File: src/rtl/btn_pkg.sv
// Shared definitions for the push-button conditioner: FSM encoding,
// 100 MHz board timing defaults and the event-bit index names.
package btn_pkg;

  typedef enum logic [1:0] {
    REL = 2'd0,
    PRS = 2'd1,
    HLD = 2'd2
  } btn_state_e;

  localparam int DEF_N_BTN           = 4;
  localparam int DEF_CNT_W           = 26;
  localparam int DEF_DEBOUNCE_CYCLES = 1_000_000;   // 10 ms
  localparam int DEF_HOLD_CYCLES     = 50_000_000;  // 0.5 s
  localparam int DEF_REPEAT_CYCLES   = 10_000_000;  // 0.1 s

  localparam int BTN_RST   = 0;
  localparam int BTN_INPUT = 1;
  localparam int BTN_ENTER = 2;
  localparam int BTN_CDOWN = 3;

endpackage

File: src/rtl/btn_conditioner_if.sv
// Button bundle between the board pins / timer FSM and the conditioner.
// slave = conditioner side, master = pins and event consumer side.
interface btn_conditioner_if #(
  parameter int N_BTN = 4
) ();

  logic [N_BTN-1:0] btn_raw;
  logic [N_BTN-1:0] repeat_en;
  logic [N_BTN-1:0] btn_level;
  logic [N_BTN-1:0] btn_press;
  logic [N_BTN-1:0] btn_release;
  logic [N_BTN-1:0] btn_long;

  modport slave (
    input  btn_raw,
    input  repeat_en,
    output btn_level,
    output btn_press,
    output btn_release,
    output btn_long
  );

  modport master (
    output btn_raw,
    output repeat_en,
    input  btn_level,
    input  btn_press,
    input  btn_release,
    input  btn_long
  );

endinterface

File: src/rtl/btn_channel.sv
// One button: 2-flop sync, counter debounce, REL/PRS/HLD event FSM.
// Press/release 2+DEBOUNCE_CYCLES edges after raw change; no backpressure.
module btn_channel
  import btn_pkg::*;
#(
  parameter int CNT_W           = DEF_CNT_W,
  parameter int DEBOUNCE_CYCLES = DEF_DEBOUNCE_CYCLES,
  parameter int HOLD_CYCLES     = DEF_HOLD_CYCLES,
  parameter int REPEAT_CYCLES   = DEF_REPEAT_CYCLES
) (
  input  logic clk,
  input  logic rst,
  input  logic btn_raw,
  input  logic repeat_en,
  output logic btn_level,
  output logic btn_press,
  output logic btn_release,
  output logic btn_long
);

  if (CNT_W < 1 || CNT_W > 31) begin : g_bad_cnt_w
    $error("btn_channel: CNT_W out of range");
  end
  if (DEBOUNCE_CYCLES < 1 || longint'(DEBOUNCE_CYCLES) >= (longint'(1) << CNT_W)) begin : g_bad_db
    $error("btn_channel: DEBOUNCE_CYCLES does not fit CNT_W");
  end
  if (HOLD_CYCLES < 1 || longint'(HOLD_CYCLES) >= (longint'(1) << CNT_W)) begin : g_bad_hold
    $error("btn_channel: HOLD_CYCLES does not fit CNT_W");
  end
  if (REPEAT_CYCLES < 1 || longint'(REPEAT_CYCLES) >= (longint'(1) << CNT_W)) begin : g_bad_rep
    $error("btn_channel: REPEAT_CYCLES does not fit CNT_W");
  end

  localparam logic [CNT_W-1:0] DB_LAST   = CNT_W'(DEBOUNCE_CYCLES - 1);
  localparam logic [CNT_W-1:0] HOLD_LAST = CNT_W'(HOLD_CYCLES - 1);
  localparam logic [CNT_W-1:0] REP_LAST  = CNT_W'(REPEAT_CYCLES - 1);
  localparam logic [CNT_W-1:0] CNT_ONE   = CNT_W'(1);

  logic             sync_meta;
  logic             sync;
  logic [CNT_W-1:0] db_cnt;
  logic             mismatch;
  logic             db_done;
  logic             rise;
  logic             fall;

  btn_state_e       state_q;
  btn_state_e       state_d;
  logic [CNT_W-1:0] hold_cnt;
  logic [CNT_W-1:0] hold_cnt_d;
  logic [CNT_W-1:0] rep_cnt;
  logic [CNT_W-1:0] rep_cnt_d;
  logic             hold_done;
  logic             rep_done;
  logic             press_d;
  logic             release_d;
  logic             long_d;

  always_ff @(posedge clk or posedge rst) begin
    if (rst) begin
      sync_meta <= 1'b0;
      sync      <= 1'b0;
    end else begin
      sync_meta <= btn_raw;
      sync      <= sync_meta;
    end
  end

  // Any cycle of agreement restarts the count, so bounces never accumulate.
  assign mismatch = sync ^ btn_level;
  assign db_done  = mismatch && (db_cnt == DB_LAST);
  assign rise     = db_done && !btn_level;
  assign fall     = db_done &&  btn_level;

  always_ff @(posedge clk or posedge rst) begin
    if (rst) begin
      db_cnt    <= '0;
      btn_level <= 1'b0;
    end else begin
      if (!mismatch || db_done) db_cnt <= '0;
      else                      db_cnt <= db_cnt + CNT_ONE;
      if (db_done) btn_level <= ~btn_level;
    end
  end

  assign hold_done = (state_q == PRS) && (hold_cnt == HOLD_LAST);
  assign rep_done  = (state_q == HLD) && (rep_cnt == REP_LAST);

  // State, counters and event pulses all register on the same edge as the
  // level change, so press/release line up with btn_level exactly.
  always_ff @(posedge clk or posedge rst) begin
    if (rst) begin
      state_q     <= REL;
      hold_cnt    <= '0;
      rep_cnt     <= '0;
      btn_press   <= 1'b0;
      btn_release <= 1'b0;
      btn_long    <= 1'b0;
    end else begin
      state_q     <= state_d;
      hold_cnt    <= hold_cnt_d;
      rep_cnt     <= rep_cnt_d;
      btn_press   <= press_d;
      btn_release <= release_d;
      btn_long    <= long_d;
    end
  end

  always_comb begin
    state_d = state_q;
    case (state_q)
      REL:     if (rise) state_d = PRS;
      PRS: begin
        if (fall)           state_d = REL;
        else if (hold_done) state_d = HLD;
      end
      HLD:     if (fall) state_d = REL;
      default: state_d = REL;
    endcase
  end

  // A release wins over a same-cycle hold or repeat expiry.
  always_comb begin
    press_d    = 1'b0;
    release_d  = 1'b0;
    long_d     = 1'b0;
    hold_cnt_d = '0;
    rep_cnt_d  = '0;
    case (state_q)
      REL: press_d = rise;
      PRS: begin
        if (fall) begin
          release_d = 1'b1;
        end else if (hold_done) begin
          long_d  = 1'b1;
          press_d = repeat_en;
        end else begin
          hold_cnt_d = hold_cnt + CNT_ONE;
        end
      end
      HLD: begin
        if (fall) begin
          release_d = 1'b1;
        end else if (rep_done) begin
          press_d = repeat_en;
        end else begin
          rep_cnt_d = rep_cnt + CNT_ONE;
        end
      end
      default: ;
    endcase
  end

endmodule

File: src/rtl/btn_conditioner.sv
// Conditions N_BTN independent push-buttons into level and 1-cycle events.
// Latency 2+DEBOUNCE_CYCLES cycles raw-to-event; no backpressure, events are pulses.
module btn_conditioner
  import btn_pkg::*;
#(
  parameter int N_BTN           = DEF_N_BTN,
  parameter int CNT_W           = DEF_CNT_W,
  parameter int DEBOUNCE_CYCLES = DEF_DEBOUNCE_CYCLES,
  parameter int HOLD_CYCLES     = DEF_HOLD_CYCLES,
  parameter int REPEAT_CYCLES   = DEF_REPEAT_CYCLES
) (
  input logic              clk,
  input logic              rst,
  btn_conditioner_if.slave bus
);

  logic [N_BTN-1:0] level_v;
  logic [N_BTN-1:0] press_v;
  logic [N_BTN-1:0] release_v;
  logic [N_BTN-1:0] long_v;

  for (genvar i = 0; i < N_BTN; i++) begin : g_ch
    btn_channel #(
      .CNT_W           (CNT_W),
      .DEBOUNCE_CYCLES (DEBOUNCE_CYCLES),
      .HOLD_CYCLES     (HOLD_CYCLES),
      .REPEAT_CYCLES   (REPEAT_CYCLES)
    ) u_ch (
      .clk         (clk),
      .rst         (rst),
      .btn_raw     (bus.btn_raw[i]),
      .repeat_en   (bus.repeat_en[i]),
      .btn_level   (level_v[i]),
      .btn_press   (press_v[i]),
      .btn_release (release_v[i]),
      .btn_long    (long_v[i])
    );
  end

  assign bus.btn_level   = level_v;
  assign bus.btn_press   = press_v;
  assign bus.btn_release = release_v;
  assign bus.btn_long    = long_v;

endmodule

File: src/flat_wrapper.sv
// flat-port wrapper written by rule: the top's interface ports become plain ports
module btn_conditioner_flat import btn_pkg::*;
#(
  parameter int N_BTN           = DEF_N_BTN,
  parameter int CNT_W           = DEF_CNT_W,
  parameter int DEBOUNCE_CYCLES = DEF_DEBOUNCE_CYCLES,
  parameter int HOLD_CYCLES     = DEF_HOLD_CYCLES,
  parameter int REPEAT_CYCLES   = DEF_REPEAT_CYCLES
)
  (clk, rst, bus_btn_raw, bus_repeat_en, bus_btn_level, bus_btn_press, bus_btn_release, bus_btn_long);
  btn_conditioner_if #(.N_BTN(N_BTN)) bus_i ();
  input logic clk;
  input logic rst;
  input wire logic [$bits(bus_i.btn_raw)-1:0] bus_btn_raw;
  input wire logic [$bits(bus_i.repeat_en)-1:0] bus_repeat_en;
  output wire logic [$bits(bus_i.btn_level)-1:0] bus_btn_level;
  output wire logic [$bits(bus_i.btn_press)-1:0] bus_btn_press;
  output wire logic [$bits(bus_i.btn_release)-1:0] bus_btn_release;
  output wire logic [$bits(bus_i.btn_long)-1:0] bus_btn_long;
  assign bus_i.btn_raw = bus_btn_raw;
  assign bus_i.repeat_en = bus_repeat_en;
  assign bus_btn_level = bus_i.btn_level;
  assign bus_btn_press = bus_i.btn_press;
  assign bus_btn_release = bus_i.btn_release;
  assign bus_btn_long = bus_i.btn_long;
  btn_conditioner #(.N_BTN(N_BTN), .CNT_W(CNT_W), .DEBOUNCE_CYCLES(DEBOUNCE_CYCLES), .HOLD_CYCLES(HOLD_CYCLES), .REPEAT_CYCLES(REPEAT_CYCLES)) u_core (.clk(clk), .rst(rst), .bus(bus_i));
endmodule
File: config.mk
export PLATFORM = sky130hd
export DESIGN_NAME = btn_conditioner_flat
export DESIGN_NICKNAME = d
export VERILOG_FILES = /design/src/rtl/btn_pkg.sv /design/src/rtl/btn_conditioner_if.sv /design/src/rtl/btn_channel.sv /design/src/rtl/btn_conditioner.sv /design/src/flat_wrapper.sv
export SDC_FILE = /design/constraint.sdc
export NUM_CORES = 1
export LEC_CHECK = 0
export CAP_MARGIN = 5
export CORE_MARGIN = 5
export CORE_UTILIZATION = 60
export DETAILED_ROUTE_END_ITERATION = 6
export PLACE_DENSITY = 0.87
export SLEW_MARGIN = 40
export SYNTH_ARGS = -nofsm -noshare
export SYNTH_HDL_FRONTEND = slang
export SYNTH_SLANG_ARGS = --single-unit
File: constraint.sdc
create_clock -name clk -period 16.7 [get_ports clk]
set_input_delay 3.34 -clock clk [delete_from_list [all_inputs] [get_ports clk]]
set_output_delay 3.34 -clock clk [all_outputs]
set_load 0.1 [all_outputs]
Word level (Yosys, flattened, before mapping)
Cells that the tools add are included.
W data, S select, Z words.
- $add $sub $neg: 12
- equality and inequality tests: 32
- multiplexer cells: 88
- bitwise logic cells: 8
- reductions and logical operators: 44
- operators with widths (cell ; count):
    $mux W26 ; 28
    $add A26 B1 Y26 const B ; 12
    $eq A26 B20 Y1 const B ; 4
    $eq A26 B24 Y1 const B ; 4
    $eq A26 B26 Y1 const B ; 4
    $mux W1 ; 36
    $mux W2 ; 16
    $pmux W2 S3 ; 4
    $logic_and A1 B1 Y1 ; 20
    $ne A2 B2 Y1 const B ; 8
    $ne A3 B3 Y1 const B ; 4
    $pmux W1 S3 ; 4
    $reduce_and A3 Y1 ; 4
    $eq A2 B1 Y1 const B ; 4
    $eq A2 B2 Y1 const B ; 4
    $logic_not A1 Y1 ; 8
    $logic_not A2 Y1 ; 4
    $reduce_or A2 Y1 ; 4
    $logic_or A1 B1 Y1 ; 4
    $not A1 Y1 ; 4
    $xor A1 B1 Y1 ; 4
- register bits: 344
- input bits: 10
- output and inout bits: 16
- logic and storage cells: 224

Depth between registers and ports, before layout
Gate-level depths: netlist (run 1).
- word-level depth: 5
- depth in mapped cells: 10
- depth with buffers taken out: 8

Hierarchy
A second synthesis (run 1) with hierarchy kept.
- cell total of the unflattened synthesis: 1680
- area, all modules: 16867.4 um^2
- modules (own cells, without submodules) (module ; times used ; cells an instance ; area an instance (um^2) ; sequential area each (um^2)):
    btn_channel (u_core.g_ch[0].u_ch ...) ; 3 ; 417 ; 4207.8 ; 2152.1
    btn_channel (u_core.g_ch[3].u_ch) ; 1 ; 429 ; 4244.1 ; 2152.1

Worst setup path after synthesis (run 1)
No wires, ideal clock.
- path kind: reg2out
- from: reg u_core.g_ch[0].u_ch.btn_level
- to: out bus_btn_level[0]
- data arrival time: 733 ps
- required time: 13360 ps
- slack: 12627 ps
- cell stages (with the launch flop): 2
- path buffers: 1
- cell sequence: dfrtp_1 -> buf_4
- RTL lines (element ; RTL line ; text):
    start: declaration ; btn_channel.sv:15 ; output logic btn_level,
    start signal: assignment ; btn_channel.sv:82 ; if (db_done) btn_level <= ~btn_level;
    end: declaration ; flat_wrapper.sv:16 ; output wire logic [$bits(bus_i.btn_level)-1:0] bus_btn_level;
No word-level cell between the ends.

==> summary.txt, run 1 <==
Status
  – Status: completed

Worst setup path
  – Slowest cell on crit path: clkdlybuf4s50_1
  – Crit-path max cell delay: 580 ps
  – Worst-path fanout max: 147
  – WS Path Type: input pin to async pin
  – Cells along the critical path: clkdlybuf4s50_1, inv_16, buf_12, buf_16
  – Worst setup EP type: async pin
  – Startpoint types: input pin
  – Worst EP arrival: about 5400 ps
  – Critical Path RT: roughly 17000 ps

Detailed routing
  – Post-route ant nets: 0
  – First DRT Iteration DRCs: just under 1k
  – DR WL/cell: roughly 15 microns
  – Via count: roughly 12k
  – Total length of routed wires: approximately 32000 microns
  – DR vias/cell: roughly 5.7
  – Drt pass-1 iters: 5
  – DRC Markers: 0

Global routing
  – Vias in the first global route: 12.3k
  – Overflow after GRT: 0
  – Largest net degree at the start of global routing: about 150
  – Met2 global-route usage: about 36%
  – Antenna violations before repair: 0
  – Met1 Use GR: between 20% and 30%
  – M3 GR Usage: roughly 3.3%
  – All-Layer GR Usage: about a fifth
  – Top Usage Layer GRT: met2
  – First-pass GRT wire length: about 57000 microns

Timing
  – Relative slew slack: between 40% and 50%
  – RSZ-0062 raised after global routing: no
  – Fin. max-slew vios: 0
  – Final number of hold-violating endpoints: 0
  – Fin crit share: just under 30%
  – Worst Tran Pin Value: between 700 and 800 ps
  – Setup-failing EPs final: 0
  – Final min period: about 4800 ps
  – Fmax: 208 MHz
  – Setup TNS: 0 ps
  – Final Skew: around 14 ps

Clock tree
  – # Post-CTS Setup Buffers: 0
  – Post-CTS resize count: 0
  – # hold bufs at CTS: 0
  – Latest clock arrival within the worst-skew pair: ~520 ps
  – Clk pin slew, worst setup/hold paths: 60 ps
  – CTS tree: yes
  – Clk root buf: clkbuf_16
  – CTS H-tree lvls: 2
  – Clk sinks: about 340
  – Num CTS Buffers: 37
  – Clock tree buffer depth: 3

Power and ir drop
  – Static Leak: 7.82 nW
  – Maximum vdd drop: about 0.067 mV
  – Pwr dens: 95.1 nW/um^2

Place
  – Input/output buffers: 25
  – GPL Wtd Cong: 0.827
  – Placed wire-length estimate: 20500 microns
  – Inst Count DP: 2079

Synth
  – Post-synthesis net count: approximately 1.8k
  – Ys flop type: dfrtp_1
  – Number of synthesized flops with an enable pin: 0
  – Post-synth cell types: 59
  – Synth Instances: 1725
  – Synth area leader: dfrtp_1
  – Post-synth top area share: between 50% and 60%
  – Count leader, synth: nor2_1
  – Synth Register Bits: approximately 340
  – Synth top area cells: dfrtp_1 (51%), xor2_1 (9.5%), nor2_1 (8.0%)
  – Sequential area share after synthesis: roughly 50%
  – Synth async-reset ratio: between 90% and 100%
  – Syn Area/Cell: 9.78 sq um
  – Ys Warns: 0
  – Post-Syn Area: between 15000 and 20000 sq um
  – Commonest cells in the netlist: nor2_1 (360), dfrtp_1 (344), xor2_1 (182)

Floorplanning
  – Die ar.: roughly 32000 sq um
  – Die width: between 150 and 200 microns
  – Die H: about 180 microns
  – Starting density of the core: between 60% and 70%
  – Site Rows: ~60
  – I/O Pins: 26
  – Core Box Area: 27800 sq um

Hold path
  – Hold Crit Class: flop to flop

Layout
  – Filler-free cell count of the finished design: 2144
  – Share of layout cells above drive strength 1: 6.85%
  – Area Overhead vs Synth: 10.6%
  – # nets final: 1778
  – Ant diodes: 0

Flow run
  – Maxcap violations: 0
[per-stage QoR]
step                hold slack [ps]  util, %  cell area (sq um)  power (mW)  setup slack, ps
finish                          347     67.1              18600        1.77            11890
global route                    352     67.1              18600        1.83            11570
CTS                             348     67.1              18600        1.79            11760
detailed placement              336     62.1              17300       0.885            11200
global placement                332     62.3              17300       0.884            11090
floorplan                       331        -              16900       0.875             3820
[cell usage in the layout, fill, tap and decap left out, types with 6 or more instances in the layout]
cell / synthesis / final
nor3_1: 20 / 20
inv_1: 38 / 37
dfrtp_1: 344 / 344
nand4_1: 63 / 63
or4b_2: 6 / 6
ha_1: 28 / 28
or3_1: 24 / 24
a21oi_1: 27 / 27
xnor2_1: 95 / 95
buf_2: 17 / 16
or2_2: 7 / 8
nor4_1: 24 / 23
and3_1: 65 / 65
clkbuf_8: 0 / 6
clkinv_2: 0 / 7
nand3_1: 123 / 122
nor2b_1: 10 / 10
or4_1: 7 / 7
and4_1: 27 / 27
nand2b_1: 7 / 6
clkdlybuf4s50_1: 0 / 9
nor2_1: 360 / 360
o21ai_0: 20 / 20
and2_1: 14 / 14
nand2_1: 130 / 128
xor2_1: 182 / 182
clkbuf_16: 0 / 39
bufinv_16: 0 / 8
[sequential cells by signal (all words and copies together), names as in the netlist, 8 cells and up]
signal / cells
u_core.g_ch.u_ch.db_cnt: 104
u_core.g_ch.u_ch.state_q: 8
u_core.g_ch.u_ch.hold_cnt: 104
u_core.g_ch.u_ch.rep_cnt: 104
[critical path: cells and delay by family]
family	cells	cell delay, ps
buffers and inverters	4	1930
[worst paths after layout]
path	startpoint	to	slack (ps)	depth (start not counted)
setup / recovery	rst	u_core.g_ch[3].u_ch.rep_cnt[10]$_DFF_PP0_	11890	4
hold / removal	u_core.g_ch[3].u_ch.sync_meta$_DFF_PP0_	u_core.g_ch[3].u_ch.sync$_DFF_PP0_	350	0
setup reg to reg	u_core.g_ch[0].u_ch.db_cnt[24]$_DFF_PP0_	u_core.g_ch[0].u_ch.state_q[0]$_DFFE_PP0P_	14000	6
hold reg to reg	u_core.g_ch[3].u_ch.sync_meta$_DFF_PP0_	u_core.g_ch[3].u_ch.sync$_DFF_PP0_	350	0
max in group clk	u_core.g_ch[1].u_ch.btn_level$_DFFE_PP0N_	bus_btn_level[1]	11910	1
min in group asynchronous	rst	u_core.g_ch[0].u_ch.db_cnt[1]$_DFF_PP0_	3340	2
[cell type report]
class | count | area, sq um
repair buffers | 27 | 218
fillers | 2023 | 9140
clock buffers | 47 | 1070
clock inverters | 18 | 300
inverters | 38 | 159
well taps | 378 | 473
multi-input cells | 1292 | 7820
flip-flops and latches | 344 | 8610
[per-layer routing]
metal | share of wire (%) | wire length, microns
met1 | 44 | 14100
met2 | 50 | 16200
met3 | 4.0 | 1280
met4 | 2.2 | 711
met5 | 0 | 0
[power by group]
part           internal (mW)  leakage, nW  switching (mW)  total (mW)
clock network          0.575        0.675           0.329       0.904
logic                0.00627         2.37          0.0225      0.0288
registers              0.837         4.78         0.00343       0.840
[cells by family (layout without fill, tap and decap cells)]
| group | Yosys count | after routing | synth area share (%) |
|---|---|---|---|
| and+or+nand+nor | 917 | 917 | 27.0 |
| buffers and inverters | 89 | 130 | 2.69 |
| AOI/OAI and AO/OA | 67 | 67 | 2.59 |
| DFF | 344 | 344 | 51.0 |
| xor gates and xnor gates | 277 | 277 | 14.4 |
| adders and majority gates | 28 | 28 | 2.08 |
| muxes | 3 | 3 | 0.200 |
Note: power is estimated with default switching activity, not from simulation.
==> run 2, diff against run 1 <==
- CORE_UTILIZATION: 60 -> 57
- clock period: 16.7 -> 4 ns (I/O delays scaled with it)
==> summary.txt, run 2 (synthesis gave the netlist of run 1 again) <==
Status
  – Status: completed

Global routing
  – First-pass GRT wire length: 58100 microns (+2.8%)
  – Vias in the first global route: 12.6k (+2.0%)
  – Antenna violations before repair: 0 (unchanged)
  – All-Layer GR Usage: 20.1% (-0.78 points)
  – Overflow after GRT: 0 (unchanged)
  – Largest net degree at the start of global routing: 55 (-63%)

Floorplanning
  – I/O Pins: 26 (unchanged)
  – Die ar.: 33100 sq um (+5.0%)
  – Site Rows: 63 (+3.3%)
  – Core Box Area: 29400 sq um (+5.8%)
  – Die width: 182 microns (+2.5%)
  – Die H: 182 microns (+2.5%)
  – Starting density of the core: 57.4% (-3.3 points)

Detailed routing
  – DRC Markers: 0 (unchanged)
  – Post-route ant nets: 0 (unchanged)
  – DR vias/cell: 5.68 (+0.23%)
  – Via count: 12.3k (+1.4%)
  – First DRT Iteration DRCs: 697 (-30%)
  – DR WL/cell: 15.1 microns (about the same)
  – Drt pass-1 iters: 7 (+2)
  – Total length of routed wires: 32700 microns (+1.2%)

Layout
  – Most frequent cells in the layout: nor2_1 (360), dfrtp_1 (344), xor2_1 (182)
  – Ant diodes: 0 (unchanged)
  – Biggest regs: u_core.g_ch.u_ch.db_cnt (104), u_core.g_ch.u_ch.hold_cnt (104), u_core.g_ch.u_ch.rep_cnt (104)
  – Most common cell after layout, fill and taps aside: nor2_1
  – Share of layout cells above drive strength 1: 7.36% (+0.51 points)
  – Area Overhead vs Synth: 10.8%
  – # nets final: 1789 (+0.62%)
  – Finished layout cell area: 18700 sq um (+0.23%)

Timing
  – Relative slew slack: 47.6% (+0.49 points)
  – Slack of the critical path: 1280 ps (-10610 ps)
  – Final min period: 2720 ps
  – Fmax: roughly 370 MHz
  – Final Skew: 20.4 ps (+6.78 ps)
  – Worst Tran Pin Value: 785 ps (-7.34 ps)
  – Fin. max-slew vios: 0 (unchanged)
  – Setup-failing EPs final: 0 (unchanged)
  – RSZ-0062 raised after global routing: no
  – Fin crit share: 68.0%
  – Final number of hold-violating endpoints: 0 (unchanged)

Clock tree
  – CTS tree: yes
  – Clk sinks: 344 (unchanged)
  – Clk pin slew, worst setup/hold paths: 60 ps (about the same)
  – Num CTS Buffers: 38 (+2.7%)
  – CTS H-tree lvls: 2 (unchanged)
  – Clk root buf: clkbuf_16
  – Post-CTS resize count: 0 (unchanged)
  – Clock tree buffer depth: 3 (unchanged)
  – Latest clock arrival within the worst-skew pair: 530 ps (about the same)
  – # Post-CTS Setup Buffers: 0 (unchanged)
  – # hold bufs at CTS: 0 (unchanged)

Power and ir drop
  – Maximum vdd drop: 0.341 mV (+410%)
  – Static Leak: 7.83 nW (+0.17%)
  – Seq pwr share: 48.9% (+1.5 points)
  – P_sw: 1.51 mW (+330%)
  – Switching power share of the total: 21.0% (+1.0 points)
  – Clk pwr share: 49.2% (-1.8 points)
  – P_int: 5.67 mW (+300%)
  – Pwr dens: 384 nW/um^2 (+300%)
  – Combinational fraction of design power: 1.9% (+0.3 points)
  – Tot Pwr: 7.18 mW (+300%)

Place
  – Worst slack at placement: 1250 ps (-9950 ps)
  – Placed wire-length estimate: 21300 microns (+4.2%)
  – Input/output buffers: 25 (unchanged)
  – GPL Wtd Cong: 0.866 (+4.7%)
  – Placed cell area: 17400 sq um (+0.73%)

Flow run
  – Maxcap violations: 0 (unchanged)

Worst setup path
  – Most frequent CP cell: nand4_1
  – Worst EP arrival: 3120 ps (-2320 ps)
  – Worst-path fanout max: 15 (-90%)
  – Startpoint types: flop
  – WS Path Type: flop to flop
  – Worst setup EP type: flop
  – Crit-path max cell delay: 450 ps (-130 ps)
  – Slowest cell on crit path: nand3_1
  – Critical Path RT: 4410 ps (-12920 ps)
  – Cells along the critical path: ha_1, nand4_1, nor3_1, nand4_1, nand3_1, buf_4, a21oi_1, a31o_2

Hold path
  – Hold Crit Class: flop to flop
-- run 2: changes by cell type in the layout (fill, tap and decap cells not counted), sizes merged --
| cell | change |
|---|---|
| buf | +10 |
| clkbuf | +7 |
| bufinv | -5 |
| clkinvlp | +2 |
-- run 2: final timing paths --
kind	start	endpoint	slack, ps	cells past startpoint
hold reg to reg	u_core.g_ch[1].u_ch.sync_meta$_DFF_PP0_	u_core.g_ch[1].u_ch.sync$_DFF_PP0_	350	0
hold / removal	u_core.g_ch[1].u_ch.sync_meta$_DFF_PP0_	u_core.g_ch[1].u_ch.sync$_DFF_PP0_	350	0
setup / recovery	u_core.g_ch[1].u_ch.hold_cnt[0]$_DFF_PP0_	u_core.g_ch[1].u_ch.state_q[0]$_DFFE_PP0P_	1280	8
min in group asynchronous	rst	u_core.g_ch[0].u_ch.db_cnt[7]$_DFF_PP0_	650	2
max in group asynchronous	rst	u_core.g_ch[1].u_ch.rep_cnt[20]$_DFF_PP0_	2540	4
setup reg to reg	u_core.g_ch[1].u_ch.hold_cnt[0]$_DFF_PP0_	u_core.g_ch[1].u_ch.state_q[0]$_DFFE_PP0P_	1280	8
-- run 2: worst max-delay path: cells and delay by family, from the launching register on --
family	cells	cell delay (ps)
AOI/OAI and AO/OA	2	290
adders and majority gates	1	250
buffers and inverters	1	300
DFF	1	410
and+or+nand+nor	4	1360
-- run 2: power by group through the flow --
stage	Combinational (mW)	Sequential [mW]	Clock, mW
finish	0.135	3.51	3.53
global route	0.158	3.51	3.76
CTS	0.141	3.51	3.61
detailed placement	0.139	3.57	0
global placement	0.132	3.57	0
floorplan	0.0845	3.57	0
-- run 2: layout make-up --
cell class | instances | area (sq um)
Clock buffer | 54 | 1110
Clock inverter | 15 | 174
Fill cell | 2189 | 10700
Inverter | 38 | 146
Multi-Input combinational cell | 1292 | 7820
Sequential cell | 344 | 8610
Tap cell | 390 | 488
Timing Repair Buffer | 37 | 343
-- run 2: per-stage QoR --
step | hold WS (ps) | utilization [%] | setup TNS, ps | cells
6_report | 354 | 63.6 | 0 | 2170
3_3_place_gp | 333 | 59.3 | 0 | 2100
5_1_grt | 356 | 63.6 | 0 | 2170
2_1_floorplan | 331 | - | -482460 | 1725
3_5_place_dp | 338 | 59.1 | 0 | 2101
4_1_cts | 353 | 63.5 | 0 | 2170
-- run 2: routing by layer --
layer | track usage, % | share of wire (%) | vias up | routed length (microns)
met5 | 0 | 0 | - | 0
li1 | - | - | 5868 | -
met2 | 34.7 | 51 | 260 | 16600
met3 | 3.02 | 3.9 | 70 | 1260
met4 | 5.67 | 2.3 | 0 | 742
met1 | 26.5 | 43 | 6138 | 14100
==> RTL edit 1 (settings of run 2) <==
`DEF_CNT_W`: 26 -> 30.
--- a/src/rtl/btn_pkg.sv
+++ b/src/rtl/btn_pkg.sv
@@ -11,3 +11,3 @@
   localparam int DEF_N_BTN           = 4;
-  localparam int DEF_CNT_W           = 26;
+  localparam int DEF_CNT_W           = 30;
   localparam int DEF_DEBOUNCE_CYCLES = 1_000_000;   // 10 ms
Check against the original RTL: no difference found for any inputs over 10 cycles, from zero or initial values and one cycle with rst high; that may be too few to reach the edited logic, so the function may still have changed.
==> RTL edit 1 against run 2 <==
- area after synthesis grew 19%
- total power increased by 16%
- wire length grew 23%
- sequential share of layout area is 1.6 points lower
- combinational power up 4%
- sequential power rose by 14%
- sequential cell count increased by 48
- count of clock-buffer cells in the layout is the same
- fmax is 0.24% lower
- final area rose by 18%
- clock power is 20% higher
- via count grew 23%
- setup slack worse by 6.5 ps
- critical path type unchanged
- highest routed layer unchanged
==> RTL edit 1: results (changes against run 2) <==
* Status: completed
* Crit Reg-Reg Startpoint: u_core.g_ch[1].u_ch.state_q[1]
* M1 GR Usage at 0.280 (+0.0142)
* Met2 Use GR at 0.351 (+0.00358)
* Non-Clock Buffer Count at 38 (+2.7%)
* Largest registers: u_core.g_ch.u_ch.db_cnt x120, u_core.g_ch.u_ch.hold_cnt x120, u_core.g_ch.u_ch.rep_cnt x120
* Synth area leaders: dfrtp_1 49%, nor2_1 7.3%, xor2_1 7.1%
* Slew HR at 0.489 (+0.0137)
* Buffering overhead at 0.0151 (-0.00320)
* Multi-Input Combinational at 1554 (+20%)
* DP Cell Count at 2489 (+18%)
* Met2 wire len at 19900 microns (+20%)
* Post-DR vias/cell at 5.92 (+4.1%)
* Static Leak at 8.77 nW (+12%)
* Met3 wire len at 1540 microns (+22%)
* Inverters at 50 (+32%)
* Cell Area, Placed at 20500 sq um (+18%)
* Final cell count without fillers at 2565 (+18%)
* Cell variety after synth at 68 (+15%)
* Nets@finish at 2116 (+18%)
* Final HPWL DP at 26000 microns (+22%)
* Initial drt markers at 943 (+35%)
* Worst Path Max Fanout at 20 (+5)
* GR Util met3 at 0.0300 (-0.000230)
* Layout clock area frac at 0.0685 (-0.000224)
* Vias in the first global route at 15208 (+21%)
-- RTL edit 1: worst min-delay path by stage --
| stage | start | to | slack (ps) | cells past startpoint |
|---|---|---|---|---|
| global placement | u_core.g_ch[0].u_ch.sync_meta | u_core.g_ch[0].u_ch.sync | 330 | 0 |
| floorplan | u_core.g_ch[0].u_ch.sync_meta | u_core.g_ch[0].u_ch.sync | 330 | 0 |
| global route | u_core.g_ch[0].u_ch.sync_meta | u_core.g_ch[0].u_ch.sync | 360 | 0 |
| detailed placement | u_core.g_ch[0].u_ch.sync_meta | u_core.g_ch[0].u_ch.sync | 340 | 0 |
| CTS | u_core.g_ch[0].u_ch.sync_meta | u_core.g_ch[0].u_ch.sync | 350 | 0 |
| finish | u_core.g_ch[0].u_ch.sync_meta | u_core.g_ch[0].u_ch.sync | 350 | 0 |
-- RTL edit 1: worst register-to-register path: stages (launching register included) --
cell,delay [ps]
dfrtp_1,430
inv_1,150
ha_1,240
nor4bb_1,240
nand4_1,170
nor4_2,540
or2_1,410
buf_4,320
o211ai_1,110
-- RTL edit 1: cell families (layout without fill, tap and decap cells) --
logic type | Yosys count | in the layout | synth area share
AND/OR/NAND/NOR | 1123 | 1123 | 0.294
flip-flops | 392 | 392 | 0.490
XOR/XNOR | 314 | 314 | 0.137
buffers and inverters | 134 | 164 | 0.0315
AO/OA/AOI/OAI | 85 | 85 | 0.0276
adder cells (fa/ha/maj) | 28 | 28 | 0.0175
multiplexers | 4 | 4 | 0.00225
-- RTL edit 1: metrics by stage --
step	hold slack [ps]	setup WS, ps	setup TNS (ps)
5_1_grt	363	1030	0
4_1_cts	352	1140	0
6_report	350	1280	0
2_1_floorplan	331	-2070	-812960
3_5_place_dp	338	1200	0
3_3_place_gp	332	1340	0
==> RTL edit 2 (settings of run 2) <==
Made on the original files. Compare `rep_cnt` against `REP_LAST` with >= in place of ==.
--- a/src/rtl/btn_channel.sv
+++ b/src/rtl/btn_channel.sv
@@ -86,3 +86,3 @@
   assign hold_done = (state_q == PRS) && (hold_cnt == HOLD_LAST);
-  assign rep_done  = (state_q == HLD) && (rep_cnt == REP_LAST);
+  assign rep_done  = (state_q == HLD) && (rep_cnt >= REP_LAST);
 
Formal check against the unedited RTL: no difference found for any inputs over 10 cycles, from zero or initial values and one cycle with rst high; that may be too few to reach the edited logic, so the function may still have changed.
==> RTL edit 2 against run 2 <==
- sequential cell count did not move
- wire length rose by 3.4%
- global-route usage fell by 0.074 points
- total power fell by 1.1%
- area after synthesis rose by 2.7%
- final area rose by 2.3%
- cell count rose by 1.6%
- first-iteration DRC count rose by 3.6%
- setup slack improved by 140 ps
- critical path type unchanged
==> RTL edit 2: results (changes against run 2) <==
* Status: completed
* Static Leak at 7.70 nW (-1.7%)
* Reg2Reg Capture Point: u_core.g_ch[0].u_ch.hold_cnt[24]
* Worst-margin pin slew at 849 ps (+64.5 ps)
* Worst Path Max Fanout at 25 (+10)
* Post-DR vias/cell at 5.81 (+2.1%)
* Largest net degree at the start of global routing at 80 (+45%)
* Mux cell area share after synthesis at 0.00311 (+0.00110)
* R2R cell count at 6 (-2)
* Synth top cells by count: 344 x dfrtp_1, 322 x nor2_1, 165 x xor2_1
* Compound-Gate Fraction of Synth Area at 0.0411 (+0.0152)
* Initial drt markers at 722 (+3.6%)
* Cell Area, Placed at 17800 sq um (+2.6%)
* Synth area leaders: dfrtp_1 50%, xor2_1 8.3%, nor2_1 7.0%
* Final cell count without fillers at 2204 (+1.6%)
* Post-synthesis sequential area ratio at 0.497 (-0.0136)
* Vias in the first global route at 13002 (+3.2%)
* Skew final at 13.7 ps (-6.70 ps)
* Layout cell share with drive strength beyond 1 at 0.0711 (-0.00248)
* Final HPWL DP at 21700 microns (+1.8%)
* Filler Cell Count at 2288 (+4.5%)
* Hold endpoint: u_core.g_ch[0].u_ch.sync
* GRT Total Usage at 0.200 (-0.000735)
* Final wirelength at 33800 microns (+3.4%)
* Final GP Congestion at 0.845 (-2.5%)
* CP max stage cell: or4_1
* Post-Synth XOR/XNOR Area at 0.139 (-0.00535)
* Nets@finish at 1824 (+2.0%)
* Worst VDD drop at 0.310 mV (-9.2%)
==> RTL edit 2: power by group <==
part           total, mW  internal (mW)  switching (mW)  leakage [nW]
Combinational      0.154         0.0430           0.111          2.35
Clock               3.43           2.06            1.37         0.591
Sequential          3.52           3.50          0.0173          4.76
==> RTL edit 2: cell families after synthesis <==
family	Yosys count
and+or+nand+nor	921
adders and majority gates	28
buffers and inverters	107
other	1
xor gates and xnor gates	274
AOI/OAI and AO/OA	92
muxes	5
DFF	344
==> RTL edit 2: per-layer routing <==
metal	wire length, microns	global-route usage	vias up
li1	-	-	6162
met1	14900	0.262	6304
met2	17000	0.345	261
met3	1230	0.0318	70
met4	729	0.0627	0
met5	0	0	-
==> RTL edit 2: final cells by class <==
cell class	instances	area, sq um	share of cell area
Sequential cell	344	8610	0.450
Clock inverter	9	106	0.00556
Multi-Input combinational cell	1328	8320	0.435
Timing Repair Buffer	36	323	0.0169
Inverter	38	146	0.00766
Clock buffer	59	1120	0.0587
Tap cell	390	488	0.0255
==> RTL edit 2: worst max path at each step <==
| stage | end | depth (start not counted) |
|---|---|---|
| final | u_core.g_ch[0].u_ch.hold_cnt[24] | 6 |
| after global routing | u_core.g_ch[0].u_ch.hold_cnt[14] | 6 |
| after CTS | u_core.g_ch[0].u_ch.hold_cnt[24] | 6 |
| after detailed placement | u_core.g_ch[0].u_ch.hold_cnt[5] | 6 |
| after global placement | u_core.g_ch[0].u_ch.state_q[0] | 6 |
| after floorplan | u_core.g_ch[0].u_ch.btn_level | 1 |
==> RTL edit 2: critical path: cells and delay by family (launching register included) <==
family / cells / cell delay [ps]
and+or+nand+nor: 5 / 1790
DFF: 1 / 390
adders and majority gates: 1 / 250
